`config.mk`:
```
export PLATFORM = sky130hd
export DESIGN_NAME = line_buf_ctrl
export DESIGN_NICKNAME = d
export VERILOG_FILES = /design/src/rtl/line_buf_ctrl_pkg.sv /design/src/rtl/line_buf_ctrl_slot_tracker.sv /design/src/rtl/line_buf_ctrl.sv
export SDC_FILE = /design/constraint.sdc
export NUM_CORES = 1
export LEC_CHECK = 0
export ABC_AREA = 1
export CORE_ASPECT_RATIO = 1.1
export CORE_UTILIZATION = 35
export CTS_BUF_LIST = sky130_fd_sc_hd__clkbuf_16
export DETAILED_ROUTE_END_ITERATION = 7
export GPL_TIMING_DRIVEN = 0
export SLEW_MARGIN = 30
export SYNTH_ARGS = -nofsm -noshare
export SYNTH_HDL_FRONTEND = slang
export SYNTH_SLANG_ARGS = --single-unit
export TNS_END_PERCENT = 100
```
`constraint.sdc`:
```
create_clock -name clock -period 2.3 [get_ports clock]
set_input_delay 0.345 -clock clock [delete_from_list [all_inputs] [get_ports clock]]
set_output_delay 0.345 -clock clock [all_outputs]
set_load 0.01 [all_outputs]
```
`src/rtl/line_buf_ctrl_pkg.sv`:
```
// Shared types and defaults for the line buffer controller.
package line_buf_pkg;

  localparam int unsigned LINE_SIZE_DEF = 1440;
  localparam int unsigned NUM_LINES_DEF = 5;

  typedef logic [2:0]  slot_t;
  typedef logic [10:0] px_t;

  typedef enum logic [1:0] {
    W_IDLE,
    W_FILL,
    W_DROP
  } wr_state_t;

  typedef enum logic {
    R_IDLE,
    R_READ
  } rd_state_t;

  function automatic slot_t slot_inc(input slot_t s, input int unsigned n);
    return (32'(s) == n - 1) ? '0 : s + slot_t'(1);
  endfunction

endpackage

```
`src/rtl/line_buf_ctrl_slot_tracker.sv`:
```
// Full-flag vector and committed-slot level for the line buffer.
module slot_tracker
  import line_buf_pkg::*;
#(
  parameter int unsigned NUM_LINES = NUM_LINES_DEF
) (
  input  logic                 clock,
  input  logic                 reset,
  input  logic                 set_en,
  input  slot_t                set_slot,
  input  logic                 clr_en,
  input  slot_t                clr_slot,
  output logic [NUM_LINES-1:0] full,
  output logic [2:0]           level
);

  logic [NUM_LINES-1:0] set_mask;
  logic [NUM_LINES-1:0] clr_mask;

  assign set_mask = {{(NUM_LINES-1){1'b0}}, set_en} << set_slot;
  assign clr_mask = {{(NUM_LINES-1){1'b0}}, clr_en} << clr_slot;

  // commit sets a flag, free clears one; simultaneous commit+free keeps level
  always_ff @(posedge clock or posedge reset) begin
    if (reset) begin
      full  <= '0;
      level <= '0;
    end else begin
      full <= (full | set_mask) & ~clr_mask;
      if (set_en && !clr_en)
        level <= level + 3'd1;
      else if (clr_en && !set_en)
        level <= level - 3'd1;
    end
  end

endmodule

```
`src/rtl/line_buf_ctrl.sv`:
```
// Line buffer controller: write FSM fills slots from the decoder, read FSM
// streams full slots out as Avalon-ST. Define LINE_BUF_CTRL_STATS_EN to add
// saturating drop_count/short_count outputs.
module line_buf_ctrl
  import line_buf_pkg::*;
#(
  parameter int unsigned LINE_SIZE = LINE_SIZE_DEF,
  parameter int unsigned NUM_LINES = NUM_LINES_DEF
) (
  input  logic        clock,
  input  logic        reset,
  input  logic        wr_sol,
  input  logic        wr_valid,
  output logic        wr_en,
  output slot_t       wr_slot,
  output px_t         wr_px,
  output logic        rd_en,
  output slot_t       rd_slot,
  output px_t         rd_px,
  input  logic        out_ready,
  output logic        out_valid,
  output logic        out_sop,
  output logic        out_eop,
  output logic [2:0]  level,
  output logic        overflow,
  output logic        short_line
`ifdef LINE_BUF_CTRL_STATS_EN
  ,
  output logic [15:0] drop_count,
  output logic [15:0] short_count
`endif
);

  localparam px_t PX_LAST = px_t'(LINE_SIZE - 1);

  wr_state_t            wr_state, wr_next;
  rd_state_t            rd_state, rd_next;
  slot_t                wr_ptr, rd_ptr, rd_ptr_nxt;
  px_t                  wr_cnt, rd_cnt;
  logic [NUM_LINES-1:0] full;
  logic                 admit, commit, free_slot;

  slot_tracker #(.NUM_LINES(NUM_LINES)) u_slot_tracker (
    .clock    (clock),
    .reset    (reset),
    .set_en   (commit),
    .set_slot (wr_ptr),
    .clr_en   (free_slot),
    .clr_slot (rd_ptr),
    .full     (full),
    .level    (level)
  );

  assign admit = (32'(level) + ((wr_state == W_FILL) ? 32'd1 : 32'd0)) < NUM_LINES;

  // write state register
  always_ff @(posedge clock or posedge reset) begin
    if (reset) wr_state <= W_IDLE;
    else       wr_state <= wr_next;
  end

  // write next state; a new SOL mid-fill restarts the same slot
  always_comb begin
    wr_next = wr_state;
    case (wr_state)
      W_IDLE, W_DROP: if (wr_sol) wr_next = admit ? W_FILL : W_DROP;
      W_FILL:         if (commit) wr_next = W_IDLE;
      default:        wr_next = W_IDLE;
    endcase
  end

  // write outputs
  always_comb begin
    wr_en      = 1'b0;
    overflow   = 1'b0;
    short_line = 1'b0;
    commit     = 1'b0;
    case (wr_state)
      W_IDLE, W_DROP: overflow = wr_sol && !admit;
      W_FILL: begin
        wr_en      = wr_valid;
        short_line = wr_sol;
        commit     = wr_valid && !wr_sol && (wr_cnt == PX_LAST);
      end
      default: ;
    endcase
  end

  // write slot pointer and pixel counter
  always_ff @(posedge clock or posedge reset) begin
    if (reset) begin
      wr_ptr <= '0;
      wr_cnt <= '0;
    end else if (commit) begin
      wr_ptr <= slot_inc(wr_ptr, NUM_LINES);
      wr_cnt <= '0;
    end else if (wr_state == W_FILL && !wr_sol) begin
      if (wr_valid) wr_cnt <= wr_cnt + px_t'(1);
    end else begin
      wr_cnt <= '0;
    end
  end

  assign wr_slot    = wr_ptr;
  assign wr_px      = wr_cnt;
  assign rd_slot    = rd_ptr;
  assign rd_px      = rd_cnt;
  assign rd_ptr_nxt = slot_inc(rd_ptr, NUM_LINES);

  // read state register
  always_ff @(posedge clock or posedge reset) begin
    if (reset) rd_state <= R_IDLE;
    else       rd_state <= rd_next;
  end

  // read next state; stays in R_READ across slots when the next is already full
  always_comb begin
    rd_next = rd_state;
    case (rd_state)
      R_IDLE: if (full[rd_ptr]) rd_next = R_READ;
      R_READ: if (free_slot && !full[rd_ptr_nxt]) rd_next = R_IDLE;
      default: rd_next = R_IDLE;
    endcase
  end

  // read outputs
  always_comb begin
    rd_en     = (rd_state == R_READ) && (!out_valid || out_ready);
    free_slot = rd_en && (rd_cnt == PX_LAST);
  end

  // read slot pointer and pixel counter
  always_ff @(posedge clock or posedge reset) begin
    if (reset) begin
      rd_ptr <= '0;
      rd_cnt <= '0;
    end else if (rd_en) begin
      if (rd_cnt == PX_LAST) begin
        rd_cnt <= '0;
        rd_ptr <= rd_ptr_nxt;
      end else begin
        rd_cnt <= rd_cnt + px_t'(1);
      end
    end
  end

  // output sideband tracks memory data one cycle after rd_en, held while stalled
  always_ff @(posedge clock or posedge reset) begin
    if (reset) begin
      out_valid <= 1'b0;
      out_sop   <= 1'b0;
      out_eop   <= 1'b0;
    end else if (rd_en) begin
      out_valid <= 1'b1;
      out_sop   <= (rd_cnt == '0);
      out_eop   <= (rd_cnt == PX_LAST);
    end else if (out_ready) begin
      out_valid <= 1'b0;
      out_sop   <= 1'b0;
      out_eop   <= 1'b0;
    end
  end

`ifdef LINE_BUF_CTRL_STATS_EN
  // saturating event counters
  always_ff @(posedge clock or posedge reset) begin
    if (reset) begin
      drop_count  <= '0;
      short_count <= '0;
    end else begin
      if (overflow && drop_count != '1)    drop_count  <= drop_count + 16'd1;
      if (short_line && short_count != '1) short_count <= short_count + 16'd1;
    end
  end
`endif

endmodule
```
==> out/results.tsv <==
stage	metric	value	unit
final_layout	fin_area	0.00316	sq mm
route	wl_per_cell	12.2	microns
timing	min_period	2.16	ns
setup_path	cp_num_buf_inv	4	
global_route	grt_pass1_wl	9880	microns
die	fp.dieW	81.0	microns
route	dr.pass1.iters	4	
final_layout	n_antenna_cell	0	
synthesis	synth_top_area_share	43.8	%
final_layout	drive_gt1_share	11.7	%
power	powerDensity	645	mW/mm^2
final_layout	areaGrowthSynthToFinish	31.6	%
synthesis	synth_seq_cells	42	
placement	place_area	0.00295	sq mm
route	drtIter0Drc	131	
synthesis	yosysMostFrequentCell	nand2_1	
setup_path	r2r_setup_slack	0.16	ns
clocking	cts_root_buffer	clkbuf_16	
route	wl	5490	microns
synthesis	async_flop_share	100	%
clocking	cts_buffers	5	
die	core	0.00659	sq mm
power	power	2.04	mW
route	drc	0	
route	avgViaCountPerCell	4.92	
timing	setup_violations	0	
global_route	grt_pass1_vias	2171	
synthesis	ys_seq_area_share	43.8	%
min_path	min_path_type	input port to asynchronous set/reset pin	
route	wl_met3	222	microns
synthesis	synthesis.nets	323	
placement	gp_congestion	0.861	
power	power_switching	0.613	mW
timing	max_freq	463	MHz
clocking	htreeDepth	2	
setup_path	r2r_cells	12	
route	met1_length	2650	microns
clocking	clockBufferDepth	2	
power	seqPwrFrac	45.0	%
synthesis	netlist-cell-type-count	32	
timing	skew	0.00681	ns
power	power_leakage	1.45	nW
timing	slew_violations	0	
global_route	grt_max_degree	29	
setup_path	crit_chain	clkdlybuf4s50_1 -> inv_1 -> nand2_2 -> nand2_4 -> nor2_1 -> nand2_1 -> buf_6 -> ha_1 -> inv_2 -> fa_2 -> mux2_2	
global_route	gr-total-overflow	0	
synthesis	synth_cells	307	
synthesis	avgSynthCellArea	7.83	sq um
timing	max_slew_margin	73.5	%
synthesis	synth_edf_count	0	
setup_path	critPathTopFamily	buffers and inverters	
setup_path	slowest_delay	0.45	ns
timing	hold_violations	0	
die	die_h	88.9	microns
power	switching_share	30.1	%
route	highest_layer	met4	
route	vias	2206	
setup_path	critPathMaxFanout	10	
status	status	finished clean	
die	io_pins	43	
die	start_util	36.4	%
die	dieArea	0.00720	sq mm
clocking	clkTransAtPathRegs	0.06	ns
synthesis	ys.warnings.count	0	
power	pwr-share-clk	32.5	%
clocking	insertion_delay	0.28	ns
placement	dp_hpwl	4060	microns
route	wl_met2	2500	microns
placement	portBuffers	42	
synthesis	synth_ff_type	dfrtp_1	
timing	tightest_slew	0.394	ns
synthesis	yosysTopAreaCell	dfrtp_1	
synthesis	syn_area	0.00240	sq mm
power	combPwrFrac	22.5	%
power	p_int	1.43	mW
clocking	clock-sinks	42	
final_layout	layout.nets	381	
synthesis	synth.top_cells.by_count	nand2_1, dfrtp_1, inv_1, nor2_1, o21ai_0	
job	cap_violations	0	
die	fp-row-count	31	
final_layout	num-fill-cells	662	
setup_path	start_kind	input port	
power	vdd_drop_max	0.403	mV
setup_path	cp.required	2.47	ns
setup_path	critPathSlowestCell	clkdlybuf4s50_1	
setup_path	end_kind	flip-flop	
setup_path	worst-setup-path-type	input port to flip-flop	
clocking	cts_tree	yes	
setup_path	crit_start	out_ready	
setup_path	arrival	2.32	ns
global_route	track_usage	17.7	%
route	ant_nets	0	
setup_path	regToRegEndpoint	u_slot_tracker.level[2]$_DFFE_PP0P_	
timing	fin_crit_sh	93.8	%
global_route	antenna_found_initial	0	
setup_path	worstReg2RegStart	wr_px[0]$_DFFE_PP0P_	
timing	rsz0062_at_grt	yes	
synthesis	synthTopCellsByArea	dfrtp_1, nand2_1, inv_1	
-- registers in the layout, summed over array words and instances (netlist names) --
register,cells
rd_slot,3
rd_px,11
wr_px,11
out_sop,1
out_valid,1
wr_state,2
wr_slot,3
rd_state,1
u_slot_tracker.full,5
out_eop,1
u_slot_tracker.level,3
-- worst max-delay path by stage --
| stage | endpoint | cells past startpoint | slack (ns) |
|---|---|---|---|
| after CTS | u_slot_tracker.level[2]$_DFFE_PP0P_ | 13 | 0.002 |
| after global routing | u_slot_tracker.level[2]$_DFFE_PP0P_ | 12 | -0.05 |
| after floorplan | u_slot_tracker.level[2]$_DFFE_PP0P_ | 12 | 0.12 |
| final | u_slot_tracker.level[1]$_DFFE_PP0P_ | 11 | 0.14 |
| after detailed placement | u_slot_tracker.level[2]$_DFFE_PP0P_ | 13 | -0.39 |
| after global placement | u_slot_tracker.level[2]$_DFFE_PP0P_ | 13 | -0.40 |
-- cells in the final DEF (no fill, tap or decap), types with 2 or more instances in the layout --
cell type        count
nand2_1             58
dfrtp_1             39
xor2_1               3
inv_1               38
ha_1                 9
dfrtp_2              3
nand3_2              2
xnor2_1              2
buf_4                8
clkbuf_2             2
clkdlybuf4s50_1     38
o21ai_0             21
nor2_2               3
nor2_1              40
nor3_1              10
nor2_4               3
dlygate4sd2_1        2
clkbuf_16            5
nand3_1             21
nand4_1             13
inv_2                5
buf_6                2
a21oi_1             18
-- metal layers --
metal | vias to the layer above | track usage [%]
li1 | 1128 | -
met1 | 1013 | 23.5
met2 | 55 | 28.8
met3 | 10 | 2.76
met4 | 0 | 7.31
met5 | - | 0
-- through the flow --
stage               hold slack, ns  instances  TNS, ns  worst slack [ns]  utilization (%)
finish                       0.349        448        0             0.142             47.9
global route                 0.380        448  -0.0504           -0.0504             47.9
CTS                          0.358        442        0           0.00175             47.0
detailed placement           0.506        432   -0.705            -0.393             44.7
global placement             0.499        431   -0.692            -0.397             44.4
floorplan                    0.481        307        0             0.123                -
-- final cells by class --
cell class / instances / area, sq um / share of cell area (%)
clock buffer: 5 / 125 / 3.96
multi-input combinational: 219 / 1180 / 37.3
buffer: 4 / 32.5 / 1.03
timing repair buffer: 51 / 495 / 15.7
sequential: 42 / 1050 / 33.4
inverter: 42 / 158 / 4.99
clock inverter: 3 / 12.5 / 0.396
tap: 82 / 103 / 3.25
-- repair_timing --
item | 4_1_cts | 5_1_grt
setup buffers | 2 | 6
pin swaps | 1 | 4
gates cloned | 0 | 0
gates resized for setup | 6 | 13
endpoints found under the setup margin | 3 | 3
hold buffers | 0 | 0
-- power by group through the flow --
| stage | Clock [mW] | Combinational (mW) | Sequential, mW |
|---|---|---|---|
| floorplan | 0 | 0.204 | 0.941 |
| global placement | 0 | 0.435 | 0.932 |
| detailed placement | 0 | 0.447 | 0.933 |
| CTS | 0.691 | 0.458 | 0.917 |
| global route | 0.723 | 0.520 | 0.935 |
| finish | 0.663 | 0.458 | 0.918 |
-- worst register-to-register path, cell delays in order, from the launching register on --
cell and delay [ns]:
dfrtp_1 0.36, ha_2 0.20, nand3_2 0.10, nor2_2 0.14, nand3_2 0.10, nor2_4 0.14
buf_6 0.11, ha_1 0.15, inv_2 0.05, fa_2 0.33, a21oi_1 0.14, o21ai_1 0.09
xnor2_1 0.13
-- cell families after synthesis --
group	Yosys count	synth area share [%]
DFF	42	43.8
adders and majority gates	11	6.04
xor gates and xnor gates	5	1.82
buffers and inverters	46	7.66
AOI/OAI and AO/OA	45	9.90
and+or+nand+nor	157	30.4
muxes	1	0.469
Power figures use the tool's default switching activity.
==> patch: new RTL, same flow settings <==
`NUM_LINES_DEF`: 5 -> 4.
--- a/src/rtl/line_buf_ctrl_pkg.sv
+++ b/src/rtl/line_buf_ctrl_pkg.sv
@@ -4,3 +4,3 @@
   localparam int unsigned LINE_SIZE_DEF = 1440;
-  localparam int unsigned NUM_LINES_DEF = 5;
+  localparam int unsigned NUM_LINES_DEF = 4;
 
Behaviour: no difference found for any inputs over 10 cycles, from zero or initial values and one cycle with reset high; that may be too few to reach the edited logic, so the function may still have changed.
==> patch against the unedited design <==
Die area grew 0.91%. Global-route usage shrank 1.3 points. Setup slack lost 0.043 ns. Non-clock buffer count shrank 1. Hold slack gained 0.051 ns. Synthesized area grew 0.94%. Via count shrank 1.8%. Wire length shrank 1.5%. Total power grew 1.9%. Count of clock-buffer cells in the layout is the same. Design area grew 2.0%. Sequential cell count shrank 1. Largest cell class unchanged. Largest power group unchanged.
==> patch: results (changes against the unedited design) <==
{
  "synth_area_leaders": {"value": "sky130_fd_sc_hd__dfrtp_1, sky130_fd_sc_hd__nand2_1, sky130_fd_sc_hd__inv_1"},
  "r2r.worst_path.cells": {"value": 9, "change": "-3"},
  "last_weighted_congestion_value_of_the_routability_driven_placer": {"value": 0.8057, "change": "-6.4%"},
  "netlist_top_cells_count": {"value": "sky130_fd_sc_hd__nand2_1, sky130_fd_sc_hd__inv_1, sky130_fd_sc_hd__dfrtp_1, sky130_fd_sc_hd__nor2_1, sky130_fd_sc_hd__nand3_1"},
  "fill_count": {"value": 627, "change": "-5.3%"},
  "synth-seq-area-share": {"value": 0.4231, "change": "-0.01438"},
  "pin_count_of_the_biggest_net_entering_global_routing": {"value": 22, "change": "-24%"},
  "number_of_global_route_vias_before_repair": {"value": 1990, "change": "-8.3%"},
  "maxSlewHeadroom": {"value": 0.6641, "change": "-0.07143"},
  "place.port_buffers": {"value": 42, "change": "unchanged"},
  "placement.setup.worst_slack": {"value": -0.3453, "unit": "ns", "change": "+0.04739 ns"},
  "num_antenna_cells": {"value": 0, "change": "unchanged"},
  "grtUsageTotal": {"value": 0.1640, "change": "-0.01300"},
  "syn_nets": {"value": 321, "change": "-0.62%"},
  "routed-via-count": {"value": 2167, "change": "-1.8%"},
  "drive_above_1_share": {"value": 0.1739, "change": "+0.05643"},
  "rrSetupSlack": {"value": 0.13, "unit": "ns", "change": "-0.03 ns"},
  "placedInstanceArea": {"value": 2975, "unit": "um^2", "change": "+1.0%"},
  "report.final.slew_viol_count": {"value": 0, "change": "unchanged"},
  "crit_arrival": {"value": 2.37, "unit": "ns", "change": "+0.05 ns"},
  "route.detailed.wl_per_inst": {"value": 12.01, "unit": "um", "change": "-1.9%"},
  "drt-initial-drc-count": {"value": 104, "change": "-21%"},
  "final.hold.worst_slack": {"value": 0.3996, "unit": "ns", "change": "+0.05071 ns"},
  "power.leakage": {"value": 1.526, "unit": "nW", "change": "+4.9%"},
  "design.final.nets": {"value": 380, "change": "-0.26%"},
  "dp.final_hpwl": {"value": 3978, "unit": "um", "change": "-2.1%"},
  "skew": {"value": 0.004152, "unit": "ns", "change": "-0.002655 ns"},
  "grt_pass1_wl": {"value": 9094, "unit": "um", "change": "-8.0%"},
  "run_status": {"value": "finished clean"},
  "r2r-start": {"value": "rd_px[1]"},
  "rr_endpoint": {"value": "u_slot_tracker.level[1]"}
}
patch: cell count changes after synthesis, moves of 4 or more:
cell	delta
sky130_fd_sc_hd__ha_1	-4
sky130_fd_sc_hd__inv_1	+6
sky130_fd_sc_hd__inv_2	+4
sky130_fd_sc_hd__nand2_2	+4
sky130_fd_sc_hd__nand3_1	+7
sky130_fd_sc_hd__o21ai_0	-14
sky130_fd_sc_hd__o21ai_1	+6
sky130_fd_sc_hd__o21ai_2	+5
patch: through the flow:
step                      utilization  std cells
final                          0.4859        450
after global routing           0.4859        450
after CTS                      0.4737        444
after detailed placement       0.4486        434
after global placement         0.4444        433
after floorplan                     -        309
patch: routing by layer:
layer  vias up  GRT usage  share of wire
met5         -          0              0
met4         0    0.05357          0.010
met3         5    0.04694          0.044
met2        39     0.2689           0.48
met1      1007     0.2069           0.46
li1       1116          -              -
patch: layout make-up:
cell class | count | area share
clock inverter | 2 | 0.003494
tap | 82 | 0.03183
sequential | 41 | 0.3195
multi-input combinational | 213 | 0.3789
inverter | 53 | 0.06172
clock buffer | 5 | 0.03882
buffer | 2 | 0.005047
timing repair buffer | 52 | 0.1607
patch: worst max path at each step:
stage                    from  slack, ns                      end
global placement    out_ready      -0.34  u_slot_tracker.level[1]
finish              out_ready        0.1  u_slot_tracker.level[1]
floorplan            rd_px[0]       0.06  u_slot_tracker.level[1]
global route           wr_sol      -0.01  u_slot_tracker.level[2]
CTS                  wr_px[0]      0.004  u_slot_tracker.level[2]
detailed placement  out_ready      -0.35  u_slot_tracker.level[1]
patch: critical path, cell delays in order:
cell and delay, ns:
sky130_fd_sc_hd__clkdlybuf4s50_1 0.46, sky130_fd_sc_hd__inv_1 0.07, sky130_fd_sc_hd__nand2_2 0.09, sky130_fd_sc_hd__nand2_4 0.10, sky130_fd_sc_hd__nor2_8 0.14, sky130_fd_sc_hd__nand2_2 0.08
sky130_fd_sc_hd__buf_6 0.16, sky130_fd_sc_hd__ha_1 0.19, sky130_fd_sc_hd__inv_2 0.07, sky130_fd_sc_hd__fa_1 0.41, sky130_fd_sc_hd__mux2_2 0.27
patch: kinds of logic after synthesis:
kind of cell             count (synthesis)  synth area share
AO/OA/AOI/OAI                           39           0.09288
XOR/XNOR                                 6           0.02167
adder cells (fa/ha/maj)                  7           0.03922
buffers and inverters                   55           0.08875
flip-flops                              41            0.4231
multiplexers                             1          0.004644
AND/OR/NAND/NOR                        160            0.3297
patch: repair_timing:
item | 4_1_cts | 5_1_grt
hold endpoints to repair | 0 | 0
pin swaps | 2 | 3
gates resized for setup | 2 | 15
endpoints found under the setup margin | 2 | 2
buffers inserted | 3 | 6
patch: power by group:
part / internal (mW) / leakage [nW] / switching (mW)
clock: 0.392 / 0.0633 / 0.280
combinational: 0.235 / 0.959 / 0.243
sequential: 0.793 / 0.504 / 0.135
